File: config.mk
export PLATFORM = sky130hd
export DESIGN_NAME = store_buffer_unit
export DESIGN_NICKNAME = d
export VERILOG_FILES = /design/src/rtl/store_buffer_unit_pkg.sv /design/src/rtl/store_buffer_unit_store_fifo.sv /design/src/rtl/store_buffer_unit.sv
export SDC_FILE = /design/constraint.sdc
export NUM_CORES = 1
export LEC_CHECK = 0
export CAP_MARGIN = 20
export CORE_ASPECT_RATIO = 1.75
export CORE_UTILIZATION = 40
export CTS_CLUSTER_DIAMETER = 50
export DETAILED_ROUTE_END_ITERATION = 7
export GPL_TIMING_DRIVEN = 0
export SLEW_MARGIN = 20
export SYNTH_ARGS = -nofsm -noshare
export SYNTH_HDL_FRONTEND = slang
export SYNTH_SLANG_ARGS = --single-unit
File: constraint.sdc
create_clock -name clk -period 3.44 [get_ports clk]
set_input_delay 0.344 -clock clk [delete_from_list [all_inputs] [get_ports clk]]
set_output_delay 0.344 -clock clk [all_outputs]
set_load 0.02 [all_outputs]
File: src/rtl/store_buffer_unit_pkg.sv
// Shared definitions for the store buffer: MIPS store opcodes, entry layout
// and the ALU control codes used by the surrounding datapath.
package store_buffer_unit_pkg;

  localparam logic [5:0] OP_SB = 6'h28;
  localparam logic [5:0] OP_SH = 6'h29;
  localparam logic [5:0] OP_SW = 6'h2B;

  localparam int DATA_W = 32;
  localparam int BE_W   = 4;

  // An entry holds the word address (byte-offset bits dropped), the lane-aligned data and byte enables
  function automatic int entry_width(input int addr_w);
    return (addr_w - 2) + DATA_W + BE_W;
  endfunction

  localparam int ENTRY_W = entry_width(32);

  typedef enum logic [3:0] {
    ALU_AND = 4'b0000,
    ALU_OR  = 4'b0001,
    ALU_ADD = 4'b0010,
    ALU_SUB = 4'b0110,
    ALU_SLT = 4'b0111,
    ALU_NOR = 4'b1100
  } alu_ctrl_t;

endpackage

File: src/rtl/store_buffer_unit_store_fifo.sv
// Circular FIFO holding pending stores; pointers wrap at DEPTH so any depth works.
module store_fifo #(
  parameter int DEPTH = 4,
  parameter int WIDTH = 64
) (
  input  logic                         clk,
  input  logic                         reset,
  input  logic                         flush,
  input  logic                         push,
  input  logic [WIDTH-1:0]             push_data,
  input  logic                         pop,
  output logic [WIDTH-1:0]             head_data,
  output logic [$clog2(DEPTH+1)-1:0]   count,
  output logic                         full
);

  localparam int PW = $clog2(DEPTH);
  localparam int CW = $clog2(DEPTH+1);

  logic [WIDTH-1:0] storage [DEPTH];
  logic [PW-1:0]    rd_ptr;
  logic [PW-1:0]    wr_ptr;
  logic             do_push;
  logic             do_pop;

  function automatic logic [PW-1:0] next_ptr(input logic [PW-1:0] p);
    return (p == PW'(DEPTH-1)) ? '0 : p + PW'(1);
  endfunction

  assign full      = (count == CW'(DEPTH));
  assign do_push   = push && !full && !flush;
  assign do_pop    = pop && (count != '0) && !flush;
  assign head_data = storage[rd_ptr];

  // Data storage carries no reset; only occupied slots are ever observed
  always_ff @(posedge clk) begin
    if (do_push) storage[wr_ptr] <= push_data;
  end

  // Pointer and occupancy bookkeeping; flush empties the queue outright
  always_ff @(posedge clk or negedge reset) begin
    if (!reset) begin
      rd_ptr <= '0;
      wr_ptr <= '0;
      count  <= '0;
    end else if (flush) begin
      rd_ptr <= '0;
      wr_ptr <= '0;
      count  <= '0;
    end else begin
      if (do_push) wr_ptr <= next_ptr(wr_ptr);
      if (do_pop)  rd_ptr <= next_ptr(rd_ptr);
      case ({do_push, do_pop})
        2'b10:   count <= count + CW'(1);
        2'b01:   count <= count - CW'(1);
        default: count <= count;
      endcase
    end
  end

endmodule

File: src/rtl/store_buffer_unit.sv
// Store buffer: decodes MIPS sb/sh/sw, aligns data into byte lanes and queues
// aligned stores for memory; bad requests are dropped with an error pulse.
module store_buffer_unit
  import store_buffer_unit_pkg::*;
#(
  parameter int ADDR_W = 32,
  parameter int DEPTH  = 4
) (
  input  logic                        clk,
  input  logic                        reset,
  input  logic                        req_valid,
  output logic                        req_ready,
  input  logic [31:0]                 instruction,
  input  logic [31:0]                 Read_data1,
  input  logic [31:0]                 Read_data2,
  input  logic                        flush,
  output logic                        mem_valid,
  input  logic                        mem_ready,
  output logic [ADDR_W-1:0]           mem_addr,
  output logic [31:0]                 mem_wdata,
  output logic [3:0]                  mem_be,
  output logic                        misalign_err,
  output logic                        illegal_err,
  output logic [$clog2(DEPTH+1)-1:0]  count
);

  localparam int EW = entry_width(ADDR_W);

  logic [5:0]        opcode;
  logic [ADDR_W-1:0] ea;
  logic [3:0]        be;
  logic [31:0]       wdata;
  logic              is_store;
  logic              misaligned;
  logic              accept;
  logic              push;
  logic              full;
  logic [EW-1:0]     head;
  logic              unused_fields;

  assign opcode        = instruction[31:26];
  assign ea            = ADDR_W'(Read_data1) + ADDR_W'($signed(instruction[15:0]));
  assign unused_fields = ^instruction[25:16];

  assign req_ready = !full && !flush;
  assign accept    = req_valid && req_ready;
  assign push      = accept && is_store && !misaligned;

  // Lane placement, byte enables and alignment check per store width
  always_comb begin
    be         = 4'b0000;
    wdata      = 32'h0;
    is_store   = 1'b1;
    misaligned = 1'b0;
    case (opcode)
      OP_SB: begin
        be    = 4'b0001 << ea[1:0];
        wdata = {4{Read_data2[7:0]}};
      end
      OP_SH: begin
        be         = ea[1] ? 4'b1100 : 4'b0011;
        wdata      = {2{Read_data2[15:0]}};
        misaligned = ea[0];
      end
      OP_SW: begin
        be         = 4'b1111;
        wdata      = Read_data2;
        misaligned = (ea[1:0] != 2'b00);
      end
      default: is_store = 1'b0;
    endcase
  end

  // Error pulses land one cycle after the offending request is accepted
  always_ff @(posedge clk or negedge reset) begin
    if (!reset) begin
      misalign_err <= 1'b0;
      illegal_err  <= 1'b0;
    end else begin
      misalign_err <= accept && is_store && misaligned;
      illegal_err  <= accept && !is_store;
    end
  end

  store_fifo #(
    .DEPTH (DEPTH),
    .WIDTH (EW)
  ) u_fifo (
    .clk       (clk),
    .reset     (reset),
    .flush     (flush),
    .push      (push),
    .push_data ({ea[ADDR_W-1:2], wdata, be}),
    .pop       (mem_ready),
    .head_data (head),
    .count     (count),
    .full      (full)
  );

  assign mem_valid = (count != '0);
  assign mem_addr  = {head[EW-1 -: ADDR_W-2], 2'b00};
  assign mem_wdata = head[35:4];
  assign mem_be    = head[3:0];

endmodule

== Word-level counts from Yosys, hierarchy flattened ==
Memory sizes are Yosys's and may differ from the RTL's.
Cells that the tools add are included.
Storage, ports and cells
  register bits after elaboration: 9
  bits in writable memories: 264
  bits of input ports: 101
  output and inout bits: 75
  logic and storage cells: 55
  memories: 1
Memory list
  u_fifo.storage: depth 4, bits a word 66, rd ports 1, clocked after memory_dff 0, wr ports 1, line store_buffer_unit_store_fifo.sv:20  | logic [WIDTH-1:0] storage [DEPTH];
Cells by class
  add/subtract/negate cells: 5
  equality and inequality tests: 8
  shift-type cells: 1
  multiplexer cells: 15
  reduce and logical (&&, ||, !) cells: 20
Operator list (number)
  one-hot mux 32 bit (3 select lines): 1
  adder 32 bit: 1
  == test 6 bit (second input constant): 3
  two-way mux 2 bit: 6
  one-hot mux 4 bit (3 select lines): 1
  logical AND 1 bit: 10
  == test 2 bit (second input constant): 3
  one-hot mux 3 bit (2 select lines): 1
  nonzero test 2 bit: 3
  nonzero test 3 bit: 2
  adder 2 x 1 -> 2 bit (second input constant): 2
  zero test 1 bit: 4
  two-way mux 4 bit: 1
  left shift 1 x 2 -> 4 bit (first input constant): 1
  adder 3 x 1 -> 3 bit (second input constant): 1
  == test 3 bit (second input constant): 1
  two-way mux 1 bit: 3
  two-way mux 3 bit: 1
  OR reduction 3 bit: 1
  subtractor 3 x 1 -> 3 bit (second input constant): 1
  == test 2 x 1 -> 1 bit (second input constant): 1
  one-hot mux 1 bit (2 select lines): 1

== Depth between registers and ports, before layout ==
  depth after elaboration: 11
  mapped depth: 10
  depth with buffers taken out: 9

== By module ==
A second synthesis with hierarchy kept.
Unflattened totals
  cells, all modules: 779
  area, all modules: 12524.5 um^2
By module, submodules not included
  store_fifo: instances 1, cells an instance 411, area an instance 10119.7 um^2, seq. area each 8102.8 um^2
  store_buffer_unit: instances 1, cells an instance 368, area an instance 2404.8 um^2, seq. area each 50.0 um^2

== Least setup slack after synthesis ==
No wires, ideal clock.
  kind: register to register
  start point: reg u_fifo.count[0]
  end point: mem u_fifo.storage[0][0] (netlist name), enable pin
  library setup time: 431 ps
  arrival time: 3444 ps
  required time: 3009 ps
  slack: -435 ps
  stages on the path, launching flop included: 7
  buffers on the path: 1
  period minus slack after synthesis: 3875 ps
  path through: dfrtp_1 nor2_1 a21oi_1 or3b_1 a221oi_2 buf_6 and2_1
On the way
  longest elaborated chain between the ends: 10
Ends and longest elaborated chain
  start, declared: line store_buffer_unit_store_fifo.sv:13  | output logic [$clog2(DEPTH+1)-1:0] count,
  start signal, assigned: line store_buffer_unit_store_fifo.sv:54  | 2'b10: count <= count + CW'(1);
  start signal, assigned: line store_buffer_unit_store_fifo.sv:55  | 2'b01: count <= count - CW'(1);
  start signal, assigned: line store_buffer_unit_store_fifo.sv:56  | default: count <= count;
  == test 3 bit: line store_buffer_unit_store_fifo.sv:30  | assign full = (count == CW'(DEPTH));
  zero test 1 bit: line store_buffer_unit.sv:45  | assign req_ready = !full && !flush;
  logical AND 1 bit: line store_buffer_unit.sv:45
  named net req_ready: line store_buffer_unit.sv:12  | output logic req_ready,
  logical AND 1 bit: line store_buffer_unit.sv:46  | assign accept = req_valid && req_ready;
  logical AND 1 bit (2 in a row): line store_buffer_unit.sv:47  | assign push = accept && is_store && !misaligned;
  logical AND 1 bit (2 in a row): line store_buffer_unit_store_fifo.sv:31  | assign do_push = push && !full && !flush;
  two-way mux 1 bit: line store_buffer_unit_store_fifo.sv:37  | if (do_push) storage[wr_ptr] <= push_data;
  two-way mux 1 bit (implied by the code): line store_buffer_unit_store_fifo.sv:37
  end, declared: line store_buffer_unit_store_fifo.sv:20
The timed path passes the listed nets, and every way through them passes these cells.

== Worst setup path after layout ==
  start point: reg u_fifo.rd_ptr[1]
  end point: out mem_addr[20]
On the way
  longest elaborated chain between the ends: 1
Ends and longest elaborated chain
  start, declared: line store_buffer_unit_store_fifo.sv:21  | logic [PW-1:0] rd_ptr;
  start signal, assigned: line store_buffer_unit_store_fifo.sv:52  | if (do_pop) rd_ptr <= next_ptr(rd_ptr);
  memory read (4 x 66 bit)
  end, declared: line store_buffer_unit.sv:19  | output logic [ADDR_W-1:0] mem_addr,
Every way passes these cells.

==> flow_summary.yaml <==
run_status:
  status: "complete, no violations"
timing:
  slew_headroom: 0.446
  tns_ns: 0
  fin_worst_skew_ns: 0.0187
  timing.final.crit_period_ns: 3.26
  finalMaxSlewViolations: 0
  tightestPinTransition_ns: 0.829
  hold_viol: 0
  period_share: 0.946
  rsz0062_at_grt: "no"
  fmax_ghz: 0.307
  setup_viol: 0
run:
  maxCapViolCount: 0
placed_design:
  io_buffers: 162
  placed_area_um2: 14400
  place_congestion: 0.907
  place_hpwl_um: 20300
  numPlacedInstances: 1300
logic_synthesis:
  ys_ff_latch: 273
  synth-async-reset-ratio: 0.0330
  ys_top_cells_by_area: "edfxtp_1 65%, mux4_2 12%, ha_1 3.7%"
  synthFlopType: "edfxtp_1"
  seq_area_frac_synth: 0.668
  yosysTopAreaCell: "edfxtp_1"
  syn_area_um2: 12200
  yosys_warnings: 0
  ys_types: 61
  syn_avg_cell_area_um2: 16.4
  synth_top_area_share: 0.649
  synth_enable_flop_cells: 264
  syn_inst: 746
clock_tree:
  post_cts_buffers: 0
  cts_sinks: 273
  cts_buffers: 24
  clk_latency_ns: 0.52
  cts_tree: "yes"
  cts_root_buffer: "clkbuf_16"
  max-clock-path-buffers: 3
  clk_pin_slew_ns: 0.07
  cts_max_level: 1
detailed_routing:
  drc: 0
  num_vias: 7164
  final_antenna_net_count: 0
  drt_iter0_markers: 432
  viasPerCell: 5.34
  routedWlPerCell_um: 21.0
  first_pass_iters: 5
  wl_um: 28200
critical_path:
  startpoint_type: "flip-flop"
  crit_start: "u_fifo.rd_ptr[1]"
  cp.required_ns: 3.10
  path_class: "flip-flop to output port"
  crit_fanout: 10
  r2r-start: "u_fifo.count[0]"
  end_kind: "output port"
  arrival_ns: 2.91
floorplan:
  design.core.area_um2: 30100
  rows: 84
  die_area_um2: 31300
  io_pins: 176
  die_x_um: 134
  die_h_um: 233
  initial_core_util: 0.406
pwr:
  p_leak_nw: 5.20
  worst_ir_drop_vdd_mv: 0.334
  p_per_area_nw_per_um2: 544
layout:
  num_antenna_cells: 0
  fillCellCount: 2585
  drive_above_1_share: 0.143
  syn_to_final_growth_pct: 25.8
  final_cells: 1342
  fin_area_um2: 15400
  final_core_util: 0.511
  final_cell_mix: "264 x edfxtp_1, 161 x clkdlybuf4s50_1, 66 x mux4_2"
  multi_input_area_um2: 3880
  nNetsFinal: 1079
  layout_commonest_cell: "edfxtp_1"
  regArea_um2: 8150
global_routing:
  grt_pass1_wl_um: 42200
  overflow: 0
  grt_pass1_vias: 7355
  grt_max_degree: 39
  grt_usage: 0.182
  antenna_found_initial: 0
worst_hold_path:
  min_path_type: "input port to asynchronous set/reset pin"
## sequential cells by signal (all words and copies together) (netlist names)
| name | cells |
|---|---|
| illegal_err | 1 |
| u_fifo.wr_ptr | 2 |
| misalign_err | 1 |
| u_fifo.storage | 264 |
| u_fifo.rd_ptr | 2 |
| u_fifo.count | 3 |
## logic make-up (layout without fill, tap and decap cells)
logic type,after synthesis,in the layout,share of synthesized area
AOI/OAI and AO/OA,130,130,0.0692
xor gates and xnor gates,31,31,0.0222
adders and majority gates,38,38,0.0402
buffers and inverters,43,251,0.0155
DFF,273,273,0.668
muxes,67,67,0.123
other,1,2,0.000307
and+or+nand+nor,163,163,0.0622
## worst max-delay path, cell delays in order (launching register included)
cell             delay, ns
dfrtp_1               0.50
buf_2                 0.35
buf_1                 0.52
mux4_2                0.44
clkdlybuf4s50_1       0.56
## layout make-up
| cell class | instances | share of cell area |
|---|---|---|
| inverter | 11 | 0.00269 |
| sequential | 273 | 0.531 |
| buffer | 32 | 0.0106 |
| clock buffer | 27 | 0.0412 |
| multi-input combinational | 431 | 0.253 |
| clock inverter | 14 | 0.0177 |
| timing repair buffer | 167 | 0.113 |
| tap | 387 | 0.0315 |
## cells in the mapped netlist, drive strengths merged (13+ instances only)
cell,instances
clkbuf,17
o21ai,17
nor2,48
xnor2,20
edfxtp,264
nor3,13
and2,13
a21oi,57
ha,36
nand2,53
buf,15
mux4,66
## path summary, 6_finish.rpt
kind                       slack (ns)  depth (start not counted)               endpoint
setup / recovery                 0.18                          4           mem_addr[20]
hold / removal                   0.14                          1        u_fifo.count[0]
setup reg to reg                 0.23                          7  u_fifo.storage[2][29]
hold reg to reg                  0.59                          3       u_fifo.wr_ptr[0]
max in group asynchronous        2.97                          1           misalign_err
min in group clk                 0.40                          3            illegal_err
## timing repair
item	in CTS	in global routing
endpoints found under the hold margin	5	0
endpoints found under the setup margin	33	21
hold buffers	1	0
gates resized for setup	7	5
## per-stage QoR
| step | hold WS [ns] | power, W | worst slack [ns] |
|---|---|---|---|
| after floorplan | 0.0484 | 0.00477 | 0.280 |
| after global placement | 0.550 | 0.00540 | -1.07 |
| after detailed placement | 0.554 | 0.00541 | -0.484 |
| after CTS | 0.152 | 0.00845 | 0.00780 |
| after global routing | 0.164 | 0.00866 | 0.0245 |
| final | 0.139 | 0.00836 | 0.185 |
## power breakdown
| group | total, W | switching (W) | internal (W) | leakage (nW) |
|---|---|---|---|---|
| sequential | 0.00373 | 0.0000144 | 0.00372 | 2.61 |
| combinational | 0.00159 | 0.000831 | 0.000762 | 2.15 |
| clock | 0.00304 | 0.00118 | 0.00186 | 0.430 |
## routing by layer
metal / vias to the layer above / wire [um] / part of all wire / global-route usage
met5: - / 0 / 0 / 0
met4: 0 / 837 / 0.030 / 0.0671
met3: 39 / 1180 / 0.042 / 0.0197
met2: 193 / 15900 / 0.56 / 0.356
met1: 3589 / 10200 / 0.36 / 0.200
li1: 3343 / - / - / -
(Power assumes the default switching activity.)
